--- config.mk ---
export PLATFORM = sky130hd
export DESIGN_NAME = accel_busy_ctrl
export DESIGN_NICKNAME = d
export VERILOG_FILES = /design/src/rtl/accel_pkg.sv /design/src/rtl/accel_wdog_cnt.sv /design/src/rtl/accel_busy_ctrl.sv
export SDC_FILE = /design/constraint.sdc
export NUM_CORES = 1
export LEC_CHECK = 0
export BUFFER_PORTS_ARGS = -buffer_cell sky130_fd_sc_hd__buf_4
export CORE_AREA = 2 2 39 41
export CTS_BUF_LIST = sky130_fd_sc_hd__clkbuf_8
export CTS_CLUSTER_DIAMETER = 40
export DETAILED_ROUTE_END_ITERATION = 10
export DIE_AREA = 0 0 41 43
export PLACE_DENSITY_LB_ADDON = 0.25
export SLEW_MARGIN = 20
export SYNTH_ARGS = -nofsm -noshare
export SYNTH_HDL_FRONTEND = slang
export SYNTH_SLANG_ARGS = --single-unit
export TNS_END_PERCENT = 10
--- constraint.sdc ---
create_clock -name clk -period 1.2 [get_ports clk]
set_input_delay 0.18 -clock clk [delete_from_list [all_inputs] [get_ports clk]]
set_output_delay 0.18 -clock clk [all_outputs]
set_load 0.02 [all_outputs]
--- src/rtl/accel_pkg.sv ---
// rtl/accel_pkg.sv - shared state encoding and default timeouts for accel_busy_ctrl
package accel_pkg;

  localparam logic [15:0] DEF_FFT_TIMEOUT    = 16'd1024;
  localparam logic [15:0] DEF_CRYPTO_TIMEOUT = 16'd256;

`ifdef ACCEL_TIMEOUT_EN
  typedef enum logic [2:0] {
    IDLE        = 3'd0,
    FFT_WAIT    = 3'd1,
    CRYPTO_WAIT = 3'd2,
    DONE        = 3'd3,
    ERROR       = 3'd4
  } accel_state_e;
`else
  typedef enum logic [2:0] {
    IDLE        = 3'd0,
    FFT_WAIT    = 3'd1,
    CRYPTO_WAIT = 3'd2,
    DONE        = 3'd3
  } accel_state_e;
`endif

endpackage

--- src/rtl/accel_wdog_cnt.sv ---
// rtl/accel_wdog_cnt.sv - 16-bit wait-cycle counter, zero outside WAIT so it is 0 on every WAIT entry
module accel_wdog_cnt (
  input  logic        clk,
  input  logic        rst_n,
  input  logic        run,
  output logic [15:0] count
);

  always_ff @(posedge clk or negedge rst_n) begin
    if (!rst_n) begin
      count <= 16'd0;
    end else if (run) begin
      count <= count + 16'd1;
    end else begin
      count <= 16'd0;
    end
  end

endmodule

--- src/rtl/accel_busy_ctrl.sv ---
// rtl/accel_busy_ctrl.sv - accelerator busy/stall controller; timeout watchdog enabled by ACCEL_TIMEOUT_EN
module accel_busy_ctrl
  import accel_pkg::*;
#(
  parameter logic [15:0] FFT_TIMEOUT    = DEF_FFT_TIMEOUT,
  parameter logic [15:0] CRYPTO_TIMEOUT = DEF_CRYPTO_TIMEOUT
) (
  input  logic clk,
  input  logic rst_n,
  input  logic issue_fft,
  input  logic issue_crypto,
  input  logic fft_done,
  input  logic crypto_done,
  input  logic exc_ack,
  output logic fft_start,
  output logic crypto_start,
  output logic fft,
  output logic crypto,
  output logic exception,
  output logic wb_valid
);

  accel_state_e state_q, state_d;
  logic fft_start_d, crypto_start_d;
  logic fft_expired, crypto_expired;

`ifdef ACCEL_TIMEOUT_EN
  logic [15:0] wait_cnt;
  logic        in_wait;

  assign in_wait = (state_q == FFT_WAIT) || (state_q == CRYPTO_WAIT);

  accel_wdog_cnt u_wdog (
    .clk   (clk),
    .rst_n (rst_n),
    .run   (in_wait),
    .count (wait_cnt)
  );

  assign fft_expired    = (wait_cnt == FFT_TIMEOUT - 16'd1);
  assign crypto_expired = (wait_cnt == CRYPTO_TIMEOUT - 16'd1);
`else
  logic unused_cfg;
  assign unused_cfg     = ^{exc_ack, FFT_TIMEOUT, CRYPTO_TIMEOUT};
  assign fft_expired    = 1'b0;
  assign crypto_expired = 1'b0;
`endif

  always_comb begin
    state_d        = state_q;
    fft_start_d    = 1'b0;
    crypto_start_d = 1'b0;
    case (state_q)
      IDLE: begin
        if (issue_fft) begin
          state_d     = FFT_WAIT;
          fft_start_d = 1'b1;
        end else if (issue_crypto) begin
          state_d        = CRYPTO_WAIT;
          crypto_start_d = 1'b1;
        end
      end
      // done wins over a same-cycle expiry
      FFT_WAIT: begin
        if (fft_done) begin
          state_d = DONE;
        end else if (fft_expired) begin
`ifdef ACCEL_TIMEOUT_EN
          state_d = ERROR;
`endif
        end
      end
      CRYPTO_WAIT: begin
        if (crypto_done) begin
          state_d = DONE;
        end else if (crypto_expired) begin
`ifdef ACCEL_TIMEOUT_EN
          state_d = ERROR;
`endif
        end
      end
      DONE: state_d = IDLE;
`ifdef ACCEL_TIMEOUT_EN
      ERROR: if (exc_ack) state_d = IDLE;
`endif
      default: state_d = IDLE;
    endcase
  end

  // Outputs are flopped from the next state so they line up with state_q.
  always_ff @(posedge clk or negedge rst_n) begin
    if (!rst_n) begin
      state_q      <= IDLE;
      fft_start    <= 1'b0;
      crypto_start <= 1'b0;
      fft          <= 1'b0;
      crypto       <= 1'b0;
      wb_valid     <= 1'b0;
    end else begin
      state_q      <= state_d;
      fft_start    <= fft_start_d;
      crypto_start <= crypto_start_d;
      fft          <= (state_d == FFT_WAIT);
      crypto       <= (state_d == CRYPTO_WAIT);
      wb_valid     <= (state_d == DONE);
    end
  end

`ifdef ACCEL_TIMEOUT_EN
  always_ff @(posedge clk or negedge rst_n) begin
    if (!rst_n) begin
      exception <= 1'b0;
    end else begin
      exception <= (state_d == ERROR);
    end
  end
`else
  assign exception = 1'b0;
`endif

endmodule

# ---- Word-level counts from Yosys, hierarchy flattened
# Index checks and enable logic that the tools add are counted.
dict set report totals {
  register_bits 8
  wordCells 22
}
dict set report op_classes {
  eq_ne 5
  muxes 10
  n_reduce_logical 1
}
# op n
set ops {}
lappend ops {{$mux 3} 4}
lappend ops {{$eq 3x2->1 const B} 3}
lappend ops {{$pmux 3 s3} 1}
lappend ops {{$eq 3x1->1 const B} 2}
lappend ops {{$mux 1} 5}
lappend ops {{$logic_not 3->1} 1}

# ---- Longest topological paths before layout
# Gate-level depths: netlist of run 1.
dict set report logic_depth {
  word_depth 4
  mapped_depth 3
}

# ---- Worst setup path before layout of run 1
# No wires, ideal clock.
dict set report synth_timing {
  path_kind {register to register}
  startpoint {register state_q[1]}
  endpoint {register fft}
  setup_time_ns 0.129
  arrival_ns 0.905
  path_slack_ns 0.166
  path_stages_with_launch 4
  path_buffers 0
  cell_sequence {dfrtp_1 -> nand2b_1 -> a22o_4 -> nor3b_1}
}
dict set report synth_via {
  elab_chain_len 4
  word_cells_on_any_way 9
  cone_classes {eq/ne (3); mux (5); reduce/logical (1)}
}
# item line
set synth_rtl {}
lappend synth_rtl {{from (decl)} accel_busy_ctrl.sv:23} ;# accel_state_e state_q, state_d;
lappend synth_rtl {{from (signal assigned)} accel_busy_ctrl.sv:100} ;# state_q <= state_d;
lappend synth_rtl {{$mux 3} accel_busy_ctrl.sv:58} ;# end else if (issue_crypto) begin
lappend synth_rtl {{$mux 3} accel_busy_ctrl.sv:55} ;# if (issue_fft) begin
lappend synth_rtl {{$pmux 3 s3 (*)} accel_busy_ctrl.sv:53} ;# case (state_q)
lappend synth_rtl {{$eq 3x1->1 (*)} accel_busy_ctrl.sv:103} ;# fft <= (state_d == FFT_WAIT);
lappend synth_rtl {{to (signal assigned)} accel_busy_ctrl.sv:103}
lappend synth_rtl {{to (decl)} accel_busy_ctrl.sv:17} ;# output logic fft,
# Mark *: on every way between the ends. The rest lies on a longest branch, timed or not.

# ---- Worst setup path in the final report of run 1
# Ends and elaborated chain as after synthesis.

==> reports/results.txt, run 1 <==
WL/cell = 9.93 um
Skew final = 2.18 ps
Leakage = 0.226 nW
Setup violations, final = 0
Bufs and invs on worst path = 0
Post-Place Cell Area = 413 um2
GR Util met1 = 6.27%
Filler instances = 147
Yosys warns = 0
Initial antenna violation count = 0
Register cell area after layout = 200 um2
Max stage delay on crit path = 410 ps
WS Path Type = flip-flop to flip-flop
Global routing met2 resource utilization = 10.6%
Chip Width = 41 um
Post-synth top cells = dfrtp_1, nor2_1, nand2b_1
Setup bufs post-CTS = 0
Die area = 0.00176 mm2
Outcome = completed
Gr usage total = 8.10%
Total gr overflow = 0
Crit path max fanout = 6
Post-synth top area cell = dfrtp_1
Via Count = 223
Syn Inst Count = 25
RSZ-0062 raised after global routing = false
CP startpoint kind = flip-flop
Post-synthesis async set-or-reset flop share = 100%
Clk sinks = 8
Clk_lat worst skew = 230 ps
FF+latch count, synth = 8
Area Growth Syn to Fin = 44.4%
GP Congestion = 0.711
Pre-CTS setup slack = 122 ps
Internal = 0.575 mW
Post-synth top area share = 62.3%
Footprint of the multi-input gates = 118 um2
Sw frac = 23.2%
Post-route setup slack = 115 ps
Largest cells by area after synthesis = dfrtp_1, nor2_1, a22o_4
# port buffers = 10
Net Sw Power = 0.173 mW
CTS tree = built
DRT Wirelength = 546 um
Initial core utilization = 23.2%
CTS max path bufs = 2
Critical path arrival = 1180 ps
DRT Pass-1 Iters = 2
Core footprint = 0.00138 mm2
WP data required = 1300 ps
Reg clk slew, reported paths = 40 ps
Final period utilization = 90.4%
GRT met3 Usage = 7.85%
Fmax = 0.922 GHz
Delay-heaviest family, CP = flip-flops
Combinational power share = 16.6%
Hold WC Path Type = primary input to flip-flop
Antenna cells = 0
Max Cap Viol = 0
Max VDD drop = 0.537 mV
Power share of the clock group = 41.8%
Pin count of the biggest net entering global routing = 9
Post-synth cell types = 13
Io pins = 13
Slowest-stage cell, CP = dfrtp_1
Post-synth EDFFs = 0
Synth Flop Type = dfrtp_1
Dpl hpwl = 416 um
Routed vias/inst = 4.05
Post-Syn Area = 322 um2
Sequential share of power = 41.6%
Clk root buf = clkbuf_8
Vias in the first global route = 197
Mean Syn Cell Area = 12.9 um2
Final instance area = 464 um2
Seq/Total Area, Yosys = 62.3%
CTS HTree Levels = 1
Fin util = 33.5%
Routed Antenna Nets = 0
Setup TNS = 0 ps
DRC Markers = 0
Initial DRC count = 4
Global-route wire length before repair = 800 um
Most common cell in the netlist = dfrtp_1
Most used routing layer = met2
Hold Fails Final Rpt = 0
Pwr dens = 1610 mW/mm2
Crit-path cells = nand2b_1, a22o_4, nor3b_1
Final critical-path required period = 1090 ps
Design Power = 0.748 mW
Layout cells sized above 1 = 43.6%
# nets final = 48
Max Slew Vio Count = 0
CTS Buf Count = 3
Site Rows = 14
CP Capture Type = flip-flop
DIE HEIGHT = 43 um
[per-layer routing]
layer | vias to the layer above | part of all wire (%)
met5 | - | 0
met4 | 0 | 2.0
met3 | 2 | 8.2
met2 | 8 | 51
met1 | 104 | 39
li1 | 109 | -
[cell families (layout without fill, tap and decap cells)]
group	after synthesis	after routing	synth area share (%)
compound gates	2	2	8.17
buf+inv	1	14	2.34
flops	8	8	62.3
other cells	1	2	1.17
simple gates	13	13	26.1
[worst paths after layout]
kind	slack [ps]	cells after the start	start	to
max in group asynchronous	760	2	rst_n	crypto
min in group asynchronous	310	2	rst_n	fft_start
min	210	2	issue_crypto	crypto_start
max	110	3	state_q[1]	fft
min reg2reg	530	1	state_q[0]	fft_start
max reg2reg	110	3	state_q[1]	fft
[worst reg2reg max path, delay by kind of cell, from the launching register on]
family / cells / cell delay, ps
AO/OA/AOI/OAI: 1 / 240
flip-flops: 1 / 410
AND/OR/NAND/NOR: 2 / 310
[placed cells by master, fill, tap and decap left out, types with 2 or more instances in the layout]
master | netlist | routed
buf_4 | 1 | 10
dfrtp_1 | 8 | 8
nor2_1 | 5 | 5
clkbuf_8 | 0 | 3
nand2b_1 | 2 | 2
conb_1 | 1 | 2
[through the flow]
stage	hold slack, ps	instances
CTS	203	55
floorplan	-116	26
global placement	0.169	51
finish	205	55
detailed placement	4.18	51
global route	214	55
[state kept, by name, summed over array words and instances, names as in the netlist]
register / flops
crypto: 1
fft_start: 1
fft: 1
wb_valid: 1
crypto_start: 1
state_q: 3
[layout make-up]
class                           count  share of cell area, %
Clock buffer                        3                   8.89
Multi-Input combinational cell     17                   25.3
Sequential cell                     8                   43.1
Tap cell                           16                   4.31
Timing Repair Buffer               11                   18.3
[power by group through the flow]
stage                     Clock, mW  Combinational [mW]  Sequential [mW]
final                         0.313               0.124            0.311
after detailed placement          0               0.123            0.315
after CTS                     0.328               0.126            0.311
after floorplan                   0              0.0606            0.330
after global placement            0               0.122            0.313
after global routing          0.347               0.136            0.314
[repair_timing]
| item | in CTS | in global routing |
|---|---|---|
| gates resized for setup | 0 | 0 |
| endpoints found under the hold margin | 8 | 0 |
| hold buffers | 1 | 0 |
| setup endpoints to repair | 0 | 0 |
Note: power is estimated with default switching activity, not from simulation.
==> inputs of run 2 (changes only) <==
--- a/config.mk
+++ b/config.mk
@@ -11,7 +11,7 @@
 export CTS_CLUSTER_DIAMETER = 40
 export DETAILED_ROUTE_END_ITERATION = 10
 export DIE_AREA = 0 0 41 43
-export PLACE_DENSITY_LB_ADDON = 0.25
+export PLACE_DENSITY = 0.46
 export SLEW_MARGIN = 20
 export SYNTH_ARGS = -nofsm -noshare
 export SYNTH_HDL_FRONTEND = slang
==> run 2 against run 1 <==
Utilization unchanged. Combinational power about the same. Cell count unchanged. First-iteration DRC count decreased by 50%. Power increased by 1.8%. Clock power increased by 4%. Critical endpoint unchanged.
==> reports/results.txt, run 2 (synthesized netlist as in run 1, its figures left out) <==
Via Count = 230 (+3.1%)
Antenna cells = 0 (unchanged)
PostCTS Resize Cnt = 0 (unchanged)
Hold Fails Final Rpt = 0 (unchanged)
Biggest register = state_q
WL/cell = 10.5 um (+5.5%)
Fin cells = 55 (unchanged)
Post-Place Cell Area = 413 um2 (unchanged)
Sequential share of power = 40.9% (-0.7 points)
Global-route wire length before repair = 924 um (+16%)
Outcome = completed
DR WL met2 = 304 um (+10%)
Commonest non-fill, non-tap cells in the layout = buf_4, dfrtp_1, nor2_1
Site Rows = 14 (unchanged)
Final period utilization = 91.3% (+0.89 points)
CTS HTree Levels = 1 (unchanged)
CTS max path bufs = 2 (unchanged)
Initial DRC count = 2 (-2)
DRC Markers = 0 (unchanged)
Area Growth Syn to Fin = 44.4% (unchanged)
Skew final = 2.14 ps (-0.0389 ps)
Placed Instances = 51 (unchanged)
Setup bufs post-CTS = 0 (unchanged)
Routed vias/inst = 4.18 (+3.1%)
Crit path max fanout = 6 (unchanged)
CP Capture Type = flip-flop
Most common cell after layout, fill and taps aside = buf_4
Setup violations, final = 0 (unchanged)
Final critical-path required period = 1100 ps (+10.7 ps)
Setup TNS = 0 ps (unchanged)
DIE HEIGHT = 43 um (unchanged)
Clk sinks = 8 (unchanged)
CTS Buf Count = 3 (unchanged)
Clk root buf = clkbuf_8
Hold WC Path Type = primary input to flip-flop
Clk_lat worst skew = 230 ps (about the same)
Io pins = 13 (unchanged)
Max VDD drop = 0.512 mV (-4.8%)
Pin count of the biggest net entering global routing = 9 (unchanged)
Metal-1 WL = 203 um (-4.2%)
GP Congestion = 0.687 (-3.4%)
WP data required = 1300 ps (about the same)
Critical path arrival = 1200 ps (+20 ps)
# nets final = 48 (unchanged)
# port buffers = 10 (unchanged)
Crit-path cells = nand2b_1, a22o_4, nor3b_1
Routed Antenna Nets = 0 (unchanged)
Max Slew Vio Count = 0 (unchanged)
Max stage delay on crit path = 410 ps (about the same)
CTS Hold Bufs = 1 (unchanged)
Leakage = 0.226 nW (unchanged)
Net Sw Power = 0.186 mW (+7.4%)
Gr usage total = 8.70% (+0.61 points)
Final instance area = 464 um2 (unchanged)
Pwr dens = 1640 mW/mm2 (+1.8%)
Internal = 0.575 mW (+0.16%)
Initial antenna violation count = 0 (unchanged)
Die area = 0.00176 mm2 (unchanged)
DRT Wirelength = 576 um (+5.5%)
Core footprint = 0.00138 mm2 (unchanged)
Slowest-stage cell, CP = dfrtp_1
Vias in the first global route = 225 (+14%)
Dpl hpwl = 451 um (+8.5%)
Reg clk slew, reported paths = 40 ps (about the same)
Fmax = 0.913 GHz (-0.98%)
Combinational power share = 16.5% (about the same)
Filler instances = 149 (+1.4%)
RSZ-0062 raised after global routing = false
Post-route setup slack = 104 ps (-10.7 ps)
Total gr overflow = 0 (unchanged)
Max reg flops = 3 (unchanged)
Design Power = 0.762 mW (+1.8%)
Chip Width = 41 um (unchanged)
Pre-CTS setup slack = 110 ps (-12.1 ps)
Power share of the clock group = 42.7% (+0.9 points)
Initial core utilization = 23.2% (unchanged)
Uppermost layer routed = met4
WS Path Type = flip-flop to flip-flop
CTS tree = built
DRT Pass-1 Iters = 2 (unchanged)
Sw frac = 24.4% (+1.3 points)
Max Cap Viol = 0 (unchanged)
Met3 WL = 47 um (+4.4%)
CP startpoint kind = flip-flop
Layout cells sized above 1 = 43.6% (unchanged)
run 2: cell counts in the layout (fill, tap and decap cells not counted):
No cell type changed its count.
run 2: layout make-up:
cell class / count / area (um2) / share of cell area, %
repair buffers: 11 / 85.1 / 18.3
well taps: 16 / 20.0 / 4.31
multi-input cells: 17 / 118 / 25.3
clock buffers: 3 / 41.3 / 8.89
flip-flops and latches: 8 / 200 / 43.1
run 2: worst max-delay path, delay by kind of cell (launching register included):
family / cells / cell delay [ps]
DFF: 1 / 410
AOI/OAI and AO/OA: 1 / 240
and+or+nand+nor: 2 / 310
run 2: final timing paths:
| check | startpoint | to | slack [ps] | cells past startpoint |
|---|---|---|---|---|
| worst max-delay path | state_q[1] | fft | 100 | 3 |
| worst min-delay path | issue_crypto | crypto_start | 200 | 2 |
| worst max register to register | state_q[1] | fft | 100 | 3 |
| worst min register to register | state_q[1] | fft_start | 540 | 1 |
| max in group asynchronous | rst_n | fft | 770 | 2 |
| min in group asynchronous | rst_n | crypto_start | 310 | 2 |
run 2: power by group through the flow:
| stage | Clock, mW | Combinational (mW) | Sequential, mW |
|---|---|---|---|
| 2_1_floorplan | 0 | 0.0606 | 0.330 |
| 3_3_place_gp | 0 | 0.122 | 0.313 |
| 3_5_place_dp | 0 | 0.125 | 0.316 |
| 4_1_cts | 0.338 | 0.128 | 0.312 |
| 5_1_grt | 0.347 | 0.137 | 0.314 |
| 6_report | 0.325 | 0.125 | 0.311 |
run 2: metrics by stage:
step	hold slack [ps]	utilization (%)
finish	199	33.5
CTS	198	33.5
floorplan	-116	-
global placement	1.25	29.8
detailed placement	3.32	29.8
global route	218	33.5
run 2: routing by layer:
metal	vias up	global-route usage, %
li1	109	-
met1	108	8.58
met2	9	12.2
met3	4	3.14
met4	0	10.0
met5	-	0
